===== src/rtl/spike_event_detector.sv =====
// Spike event detector: turns a stream of IEEE-754 membrane samples into spike strobes,
// a saturating spike count and the last inter-spike interval, gated by a re-arm hysteresis.
module spike_event_detector #(
  parameter logic [31:0] THRESH      = 32'hC1A00000,
  parameter logic [31:0] REARM       = 32'hC2480000,
  parameter int unsigned REFRACT_CYC = 4
) (
  input  logic        clk,
  input  logic        reset,
  input  logic        enable,
  input  logic        vpost_valid,
  input  logic [31:0] vpost,
  output logic        spike_pulse,
  output logic [15:0] spike_count,
  output logic [15:0] isi,
  output logic        isi_valid,
  output logic [1:0]  state
);

  typedef enum logic [1:0] {
    S_WAIT_REARM = 2'd0,
    S_ARMED      = 2'd1,
    S_REFRACT    = 2'd2
  } state_t;

  localparam logic [7:0]  REFRACT_LD = 8'(REFRACT_CYC);
  localparam logic [15:0] SAT16      = 16'hFFFF;

  function automatic logic is_nan(input logic [31:0] f);
    return (&f[30:23]) && (|f[22:0]);
  endfunction

  // Maps a float onto an unsigned key with the same ordering; -0 is folded onto +0 first.
  function automatic logic [31:0] ord_key(input logic [31:0] f);
    logic [31:0] g;
    g = (f[30:0] == 31'd0) ? 32'd0 : f;
    return g[31] ? ~g : {1'b1, g[30:0]};
  endfunction

  localparam logic [31:0] THRESH_KEY = ord_key(THRESH);
  localparam logic [31:0] REARM_KEY  = ord_key(REARM);

  state_t      state_q, state_d;
  logic [7:0]  refr_q, refr_d;
  logic [15:0] ivl_q, ivl_d;
  logic [15:0] count_q, count_d;
  logic [15:0] isi_q, isi_d;
  logic        pulse_q, pulse_d;
  logic        isiv_q, isiv_d;
  logic        detect;

  logic [31:0] v_key;
  logic        ge_thresh, lt_rearm, accept;

  assign v_key     = ord_key(vpost);
  assign ge_thresh = !is_nan(vpost) && (v_key >= THRESH_KEY);
  assign lt_rearm  = !is_nan(vpost) && (v_key < REARM_KEY);
  assign accept    = enable && vpost_valid;

  always_ff @(posedge clk) begin
    if (reset) begin
      state_q <= S_WAIT_REARM;
      refr_q  <= 8'd0;
      ivl_q   <= 16'd0;
      count_q <= 16'd0;
      isi_q   <= 16'd0;
      pulse_q <= 1'b0;
      isiv_q  <= 1'b0;
    end else begin
      state_q <= state_d;
      refr_q  <= refr_d;
      ivl_q   <= ivl_d;
      count_q <= count_d;
      isi_q   <= isi_d;
      pulse_q <= pulse_d;
      isiv_q  <= isiv_d;
    end
  end

  always_comb begin
    state_d = state_q;
    detect  = 1'b0;
    if (enable) begin
      case (state_q)
        S_WAIT_REARM: if (accept && lt_rearm) state_d = S_ARMED;
        S_ARMED: begin
          if (accept && ge_thresh) begin
            detect  = 1'b1;
            state_d = (REFRACT_LD == 8'd0) ? S_WAIT_REARM : S_REFRACT;
          end
        end
        S_REFRACT: if (refr_q <= 8'd1) state_d = S_WAIT_REARM;
        default:   state_d = S_WAIT_REARM;
      endcase
    end
  end

  // Counters and registered outputs; with enable low everything holds except the strobe.
  always_comb begin
    refr_d  = refr_q;
    ivl_d   = ivl_q;
    count_d = count_q;
    isi_d   = isi_q;
    isiv_d  = isiv_q;
    pulse_d = 1'b0;
    if (enable) begin
      pulse_d = detect;
      if (detect) begin
        refr_d  = REFRACT_LD;
        ivl_d   = 16'd0;
        count_d = (count_q == SAT16) ? SAT16 : count_q + 16'd1;
        isi_d   = (ivl_q == SAT16) ? SAT16 : ivl_q + 16'd1;
        isiv_d  = isiv_q || (count_q != 16'd0);
      end else begin
        ivl_d = (ivl_q == SAT16) ? SAT16 : ivl_q + 16'd1;
        if (state_q == S_REFRACT && refr_q != 8'd0) refr_d = refr_q - 8'd1;
      end
    end
  end

  assign spike_pulse = pulse_q;
  assign spike_count = count_q;
  assign isi         = isi_q;
  assign isi_valid   = isiv_q;
  assign state       = state_q;

endmodule


===== config.mk =====
export PLATFORM = sky130hd
export DESIGN_NAME = spike_event_detector
export DESIGN_NICKNAME = d
export VERILOG_FILES = /design/src/rtl/spike_event_detector.sv
export SDC_FILE = /design/constraint.sdc
export NUM_CORES = 1
export LEC_CHECK = 0
export ABC_AREA = 0
export CORE_AREA = 2 2 80 82
export DETAILED_ROUTE_END_ITERATION = 10
export DIE_AREA = 0 0 82 84
export HOLD_SLACK_MARGIN = 0.12
export PLACE_DENSITY = 0.89
export RECOVER_POWER = 100
export SLEW_MARGIN = 20
export SYNTH_ARGS = -nofsm -noshare
export SYNTH_HDL_FRONTEND = slang
export SYNTH_SLANG_ARGS = --single-unit

===== constraint.sdc =====
create_clock -name clk -period 11.35 [get_ports clk]
set_clock_uncertainty 0.15 [all_clocks]
set_input_delay 2.27 -clock clk [delete_from_list [all_inputs] [get_ports clk]]
set_output_delay 2.27 -clock clk [all_outputs]
set_load 0.01 [all_outputs]

==> metrics.json, run 1 <==
{
  "placement": {
    "port-buffer-count": 71,
    "dp.final_hpwl_mm": 5.85,
    "place_worst_setup_slack_ns": 4.87,
    "routabilityCongestion": 0.879
  },
  "logic_synthesis": {
    "number_of_distinct_library_cells_after_synthesis": 51,
    "post_synth_inst_count": 413,
    "yosysTopAreaCell": "dfxtp_1",
    "commonest_cells_post_synth": "dfxtp_1 (60), nand2_1 (43), nor2_1 (42)",
    "synth_seq_area_share": 0.372,
    "synth.top_cells.by_area": "dfxtp_1 (37%), a21oi_1 (5.7%), nand2_1 (5.0%)",
    "synth_fp_nets": 454,
    "synthesis.area_um2": 3230,
    "synthesis_warnings": 0,
    "synth_area_per_cell_um2": 7.83,
    "most_frequent_cell_after_synthesis": "dfxtp_1",
    "asyncSetResetFlopFracSynth": 0,
    "proportion_of_netlist_area_held_by_the_largest_area_contributor": 0.372,
    "ys_dominant_reg_cell": "dfxtp_1",
    "synth_enable_flop_cells": 0,
    "synth_seq_cells": 60
  },
  "drt": {
    "routed_wirelength_mm": 8.32,
    "first_pass_iters": 5,
    "number_of_design_rule_violations_left_after_detail_routing": 0,
    "detail_route.iter0.violations": 274,
    "drt-wirelength-per-cell_um": 15.0,
    "num_vias": 3332,
    "drt.antenna.violating_nets": 0,
    "drt-vias-per-instance": 6.01
  },
  "timing": {
    "achievable-frequency_mhz": 128,
    "setup_tns_ns": 0,
    "setup_viol": 0,
    "slew_viol_final": 0,
    "worst_pin_slew_ns": 1.44,
    "setup_ws_ns": 3.54,
    "layout_worst_path_cycle_share": 0.688,
    "final_critical_path_required_period_ns": 7.81,
    "rsz_0062_raised_after_global_routing": "no",
    "final_hold_violating_endpoints": 0,
    "timing.slew.headroom": 0.0346
  },
  "global_routing": {
    "grt_start_max_net_pins": 62,
    "grt_pass1_vias": 3188,
    "grt.total_usage": 0.257,
    "grt_remaining_overflow": 0,
    "antenna_found_initial": 0,
    "grt_pass1_wl_mm": 14.0
  },
  "power_and_ir_drop": {
    "total_leakage_power_nw": 1.53,
    "peakVddDrop_mv": 0.0663,
    "power.density_cell_area_nw_per_um2": 109
  },
  "cells_and_area": {
    "num-nets-final": 513,
    "area_growth_pct": 28.3,
    "final_core_util": 0.680,
    "fill_cells": 486,
    "final_layout_size_suffix_gt1_frac": 0.0482,
    "multiInputGateArea_um2": 1880,
    "area.sequential_um2": 1200,
    "antenna_cells": 0
  },
  "clock_tree": {
    "h-tree-depth": 3,
    "post-cts-setup-buffer-count": 0,
    "clock_sink_count": 60,
    "number_of_buffers_created_by_cts": 9,
    "clk-insertion-delay-late_ns": 0.34,
    "ctsResizeCount": 0,
    "ctsHoldBuffers": 0,
    "ctsLongestPathBuffers": 2,
    "root_buffer": "clkbuf_8",
    "clk_transition_reported_paths_ns": 0.06,
    "cts_tree": "yes"
  },
  "floorplanning": {
    "die_width_um": 82,
    "ios": 72,
    "core_region_area_um2": 6100,
    "initial_utilization": 0.530,
    "floorplan.die_area_um2": 6890,
    "floorplan.rows": 29,
    "dieHeight_um": 84
  },
  "min_path": {
    "hp-class": "flop to flop",
    "min_from": "isi[14]"
  },
  "setup_path": {
    "arrival_ns": 7.91,
    "required_ns": 11.45,
    "startpoint_class": "input port",
    "worst_r2r_startpoint": "state[0]",
    "path_max_fanout": 34,
    "crit_type": "input port to flop",
    "timing.critical_path.from": "enable",
    "worst_setup_path_end_kind": "flop"
  },
  "outcome": {
    "status": "finished, final reports clean"
  },
  "job": {
    "maxCapViolations": 0
  }
}
[cells in the final DEF, fill, tap and decap left out, types with 2 or more instances in the layout]
| cell | n |
|---|---|
| dfxtp_1 | 60 |
| nand2_1 | 43 |
| nor2_1 | 42 |
| a21oi_1 | 37 |
| dlygate4sd3_1 | 37 |
| clkdlybuf4s50_1 | 33 |
| o21ai_0 | 27 |
| nor3_1 | 21 |
| nand3_1 | 17 |
| xnor2_1 | 16 |
| nand4_1 | 16 |
| clkbuf_8 | 13 |
| and3_1 | 10 |
| nor4_1 | 8 |
| inv_1 | 8 |
| a311oi_1 | 8 |
| a211oi_1 | 7 |
| and2_1 | 6 |
| mux2i_1 | 6 |
| xor2_1 | 6 |
| or4_1 | 5 |
| ha_1 | 5 |
| and4_1 | 4 |
| o22ai_1 | 3 |
| o31ai_1 | 2 |
| nand3b_1 | 2 |
| or3_1 | 2 |
| nor4b_1 | 2 |
| a211o_1 | 2 |
| o211ai_1 | 2 |
| a31oi_1 | 2 |
| or2_2 | 2 |
| mux2_2 | 2 |
[flip-flops by register name (all words and copies together) (netlist names)]
register	flops
isi_valid	1
spike_pulse	1
state	2
isi	16
ivl_q	16
spike_count	16
refr_q	8
[worst max-delay path, stage by stage]
cell           delay (ns)
dlygate4sd3_1        1.12
and3_1               0.32
o21a_1               0.14
a31o_1               0.12
or4b_1               0.50
a211oi_1             1.19
clkbuf_1             1.09
nand3_1              0.22
or4_1                0.74
o21ai_0              0.17
[path summary, 6_finish.rpt]
path | slack (ns) | endpoint | cells after the start
max | 3.54 | spike_count[2] | 10
min reg2reg | 0.31 | isi[14] | 2
min | 0.31 | isi[14] | 2
max reg2reg | 6.28 | spike_count[2] | 9
[routing by layer]
| metal | share of wire | track usage | vias up |
|---|---|---|---|
| met5 | 0 | 0 | - |
| met3 | 0.050 | 0.0476 | 25 |
| met2 | 0.51 | 0.439 | 110 |
| li1 | - | - | 1646 |
| met4 | 0.028 | 0.130 | 0 |
| met1 | 0.41 | 0.300 | 1551 |
[final cells by class]
type,count,share of cell area
clock buffer,13,0.0432
clock inverter,3,0.0103
inverter,9,0.00815
multi-input combinational,320,0.454
sequential,60,0.290
tap,77,0.0232
timing repair buffer,72,0.171
[cells by family after synthesis]
kind of cell | count (synthesis) | synth area share
flip-flops | 60 | 0.372
AO/OA/AOI/OAI | 100 | 0.192
buffers and inverters | 33 | 0.0395
XOR/XNOR | 22 | 0.0596
multiplexers | 8 | 0.0256
AND/OR/NAND/NOR | 185 | 0.293
adder cells (fa/ha/maj) | 5 | 0.0194
[through the flow]
| stage | instances | total power [mW] | hold WS [ns] | area (um^2) |
|---|---|---|---|---|
| final | 554 | 0.453 | 0.311 | 4150 |
| after global routing | 554 | 0.464 | 0.327 | 4150 |
| after CTS | 554 | 0.453 | 0.312 | 4170 |
| after detailed placement | 538 | 0.248 | 0.302 | 3950 |
| after global placement | 538 | 0.247 | 0.294 | 3950 |
| after floorplan | 413 | 0.231 | 0.317 | 3230 |
[report_power, final]
group	switching, mW	internal, mW	total (mW)	leakage [nW]
Clock	0.0841	0.125	0.209	0.112
Sequential	0.00127	0.212	0.213	0.484
Combinational	0.0151	0.0155	0.0307	0.938
Total	0.100	0.352	0.453	1.53
Note: power is estimated with default switching activity, not from simulation.
==> run 2: changes to the inputs <==
Settings changed: CORE_AREA 2 2 80 82 to 2 2 83 85, DIE_AREA 0 0 82 84 to 0 0 85 87, PLACE_DENSITY 0.89 to 0.84.
Clock period 11.35 ns to 7.7 ns, I/O delays scaled along.
==> metrics.json, run 2 (synthesis gave the netlist of run 1 again) <==
{
  "outcome": {
    "status": "finished, final reports clean"
  },
  "setup_path": {
    "regToRegEndpoint": "spike_count[13]",
    "worst_r2r_startpoint": "state[0]",
    "timing.critical_path.slowest_stage_cell": "a211oi_1",
    "crit_path_max_incr_delay_ns": 1.19,
    "critical_path_buf_inv_count": 2,
    "path_max_fanout": 34,
    "startpoint_class": "input port",
    "rr_worst_depth": 9,
    "required_ns": 7.81,
    "crit_path_end": "spike_count[13]",
    "timing.critical_path.from": "enable",
    "crit_type": "input port to flop",
    "arrival_ns": 6.40,
    "worst_setup_path_end_kind": "flop",
    "cp_cell_sequence": "dlygate4sd3_1, and3_1, o21a_1, a31o_1, or4b_1, a211oi_1, buf_4, nand3_1, or4_1, o21ai_0",
    "cell_type_group_with_the_largest_total_delay_on_the_critical_path": "simple AND/OR/NAND/NOR gates",
    "setup.reg_to_reg.worst_slack_ns": 3.43,
    "cp.depth": 10
  },
  "global_routing": {
    "grt_remaining_overflow": 0,
    "grt_pass1_wl_mm": 12.9,
    "grt_pass1_vias": 2970,
    "antenna_found_initial": 0,
    "grt.total_usage": 0.209,
    "grt_start_max_net_pins": 62
  },
  "cells_and_area": {
    "final_cell_mix": "dfxtp_1 (60), nand2_1 (43), nor2_1 (42)",
    "final_cells": 558,
    "antenna_cells": 0,
    "final_layout_size_suffix_gt1_frac": 0.0502,
    "fill_cells": 566,
    "final_core_util": 0.629,
    "num-nets-final": 514,
    "layout_commonest_cell": "dfxtp_1",
    "area_growth_pct": 27.8,
    "fin_area_um2": 4130
  },
  "power_and_ir_drop": {
    "total_leakage_power_nw": 1.53,
    "combPwrFrac": 0.075,
    "internal_power_uw": 469,
    "power.density_cell_area_nw_per_um2": 148,
    "peakVddDrop_mv": 0.0882,
    "power.sequential.fraction": 0.512,
    "p_total_uw": 613,
    "clkPwrFrac": 0.413,
    "p_switching_uw": 144,
    "sw_frac_of_total": 0.235
  },
  "drt": {
    "drt.antenna.violating_nets": 0,
    "routed_wirelength_mm": 7.80,
    "drt-wirelength-per-cell_um": 14.0,
    "detail_route.iter0.violations": 218,
    "num_vias": 3277,
    "first_pass_iters": 5,
    "drt-vias-per-instance": 5.87,
    "number_of_design_rule_violations_left_after_detail_routing": 0
  },
  "timing": {
    "slew_viol_final": 0,
    "rsz_0062_raised_after_global_routing": "no",
    "setup_tns_ns": 0,
    "final_hold_violating_endpoints": 0,
    "timing.slew.headroom": 0.0325,
    "layout_worst_path_cycle_share": 0.816,
    "setup_viol": 0,
    "worst_pin_slew_ns": 1.44,
    "achievable-frequency_mhz": 159,
    "setup_ws_ns": 1.41,
    "fin_worst_hold_slack_ns": 0.309,
    "final_critical_path_required_period_ns": 6.29
  },
  "clock_tree": {
    "clk_transition_reported_paths_ns": 0.07,
    "ctsHoldBuffers": 0,
    "post-cts-setup-buffer-count": 0,
    "root_buffer": "clkbuf_8",
    "h-tree-depth": 3,
    "ctsLongestPathBuffers": 2,
    "cts_tree": "yes",
    "clk-insertion-delay-late_ns": 0.33,
    "clock_sink_count": 60,
    "ctsResizeCount": 0,
    "number_of_buffers_created_by_cts": 9
  },
  "placement": {
    "port-buffer-count": 71,
    "routabilityCongestion": 0.880,
    "place_worst_setup_slack_ns": 2.00,
    "numPlacedInstances": 541,
    "dp.final_hpwl_mm": 5.36,
    "placed_area_um2": 3950
  },
  "floorplanning": {
    "floorplan.die_area_um2": 7400,
    "initial_utilization": 0.492,
    "die_width_um": 85,
    "dieHeight_um": 87,
    "core_region_area_um2": 6570,
    "ios": 72,
    "floorplan.rows": 30
  },
  "min_path": {
    "hp-class": "flop to flop",
    "hold_depth": 2
  },
  "job": {
    "maxCapViolations": 0
  }
}
[run 2: power by group through the flow]
stage               registers, mW  logic [mW]  clock network (mW)
detailed placement          0.321      0.0450                   0
finish                      0.314      0.0458               0.253
global route                0.314      0.0501               0.273
global placement            0.321      0.0438                   0
CTS                         0.314      0.0451               0.258
floorplan                   0.321      0.0189                   0
[run 2: final cells by class]
type                            count  area [um^2]  area share
Sequential cell                    60         1200       0.291
Multi-Input combinational cell    320         1880       0.456
Clock inverter                      4         23.8     0.00576
Tap cell                           80          100      0.0242
Timing Repair Buffer               73          733       0.178
Clock buffer                       12          155      0.0376
Inverter                            9         33.8     0.00818
[run 2: tightest hold or removal path, delay by kind of cell, from the launching register on]
kind	cells	cell delay, ns
AO/OA/AOI/OAI	1	0.06
AND/OR/NAND/NOR	1	0.05
flip-flops	1	0.31
[run 2: how the worst min path moves through the flow]
stage	slack (ns)	start	to
after floorplan	0.32	ivl_q[1]	ivl_q[1]
after global placement	0.29	isi[13]	isi[13]
after detailed placement	0.30	isi[15]	isi[15]
after CTS	0.31	isi[15]	isi[15]
after global routing	0.33	isi[15]	isi[15]
final	0.31	isi[15]	isi[15]
[run 2: layer usage]
metal	routed length, um	global-route usage
met5	0	0
met4	107	0.0722
met3	382	0.0502
met2	3710	0.351
met1	3600	0.264
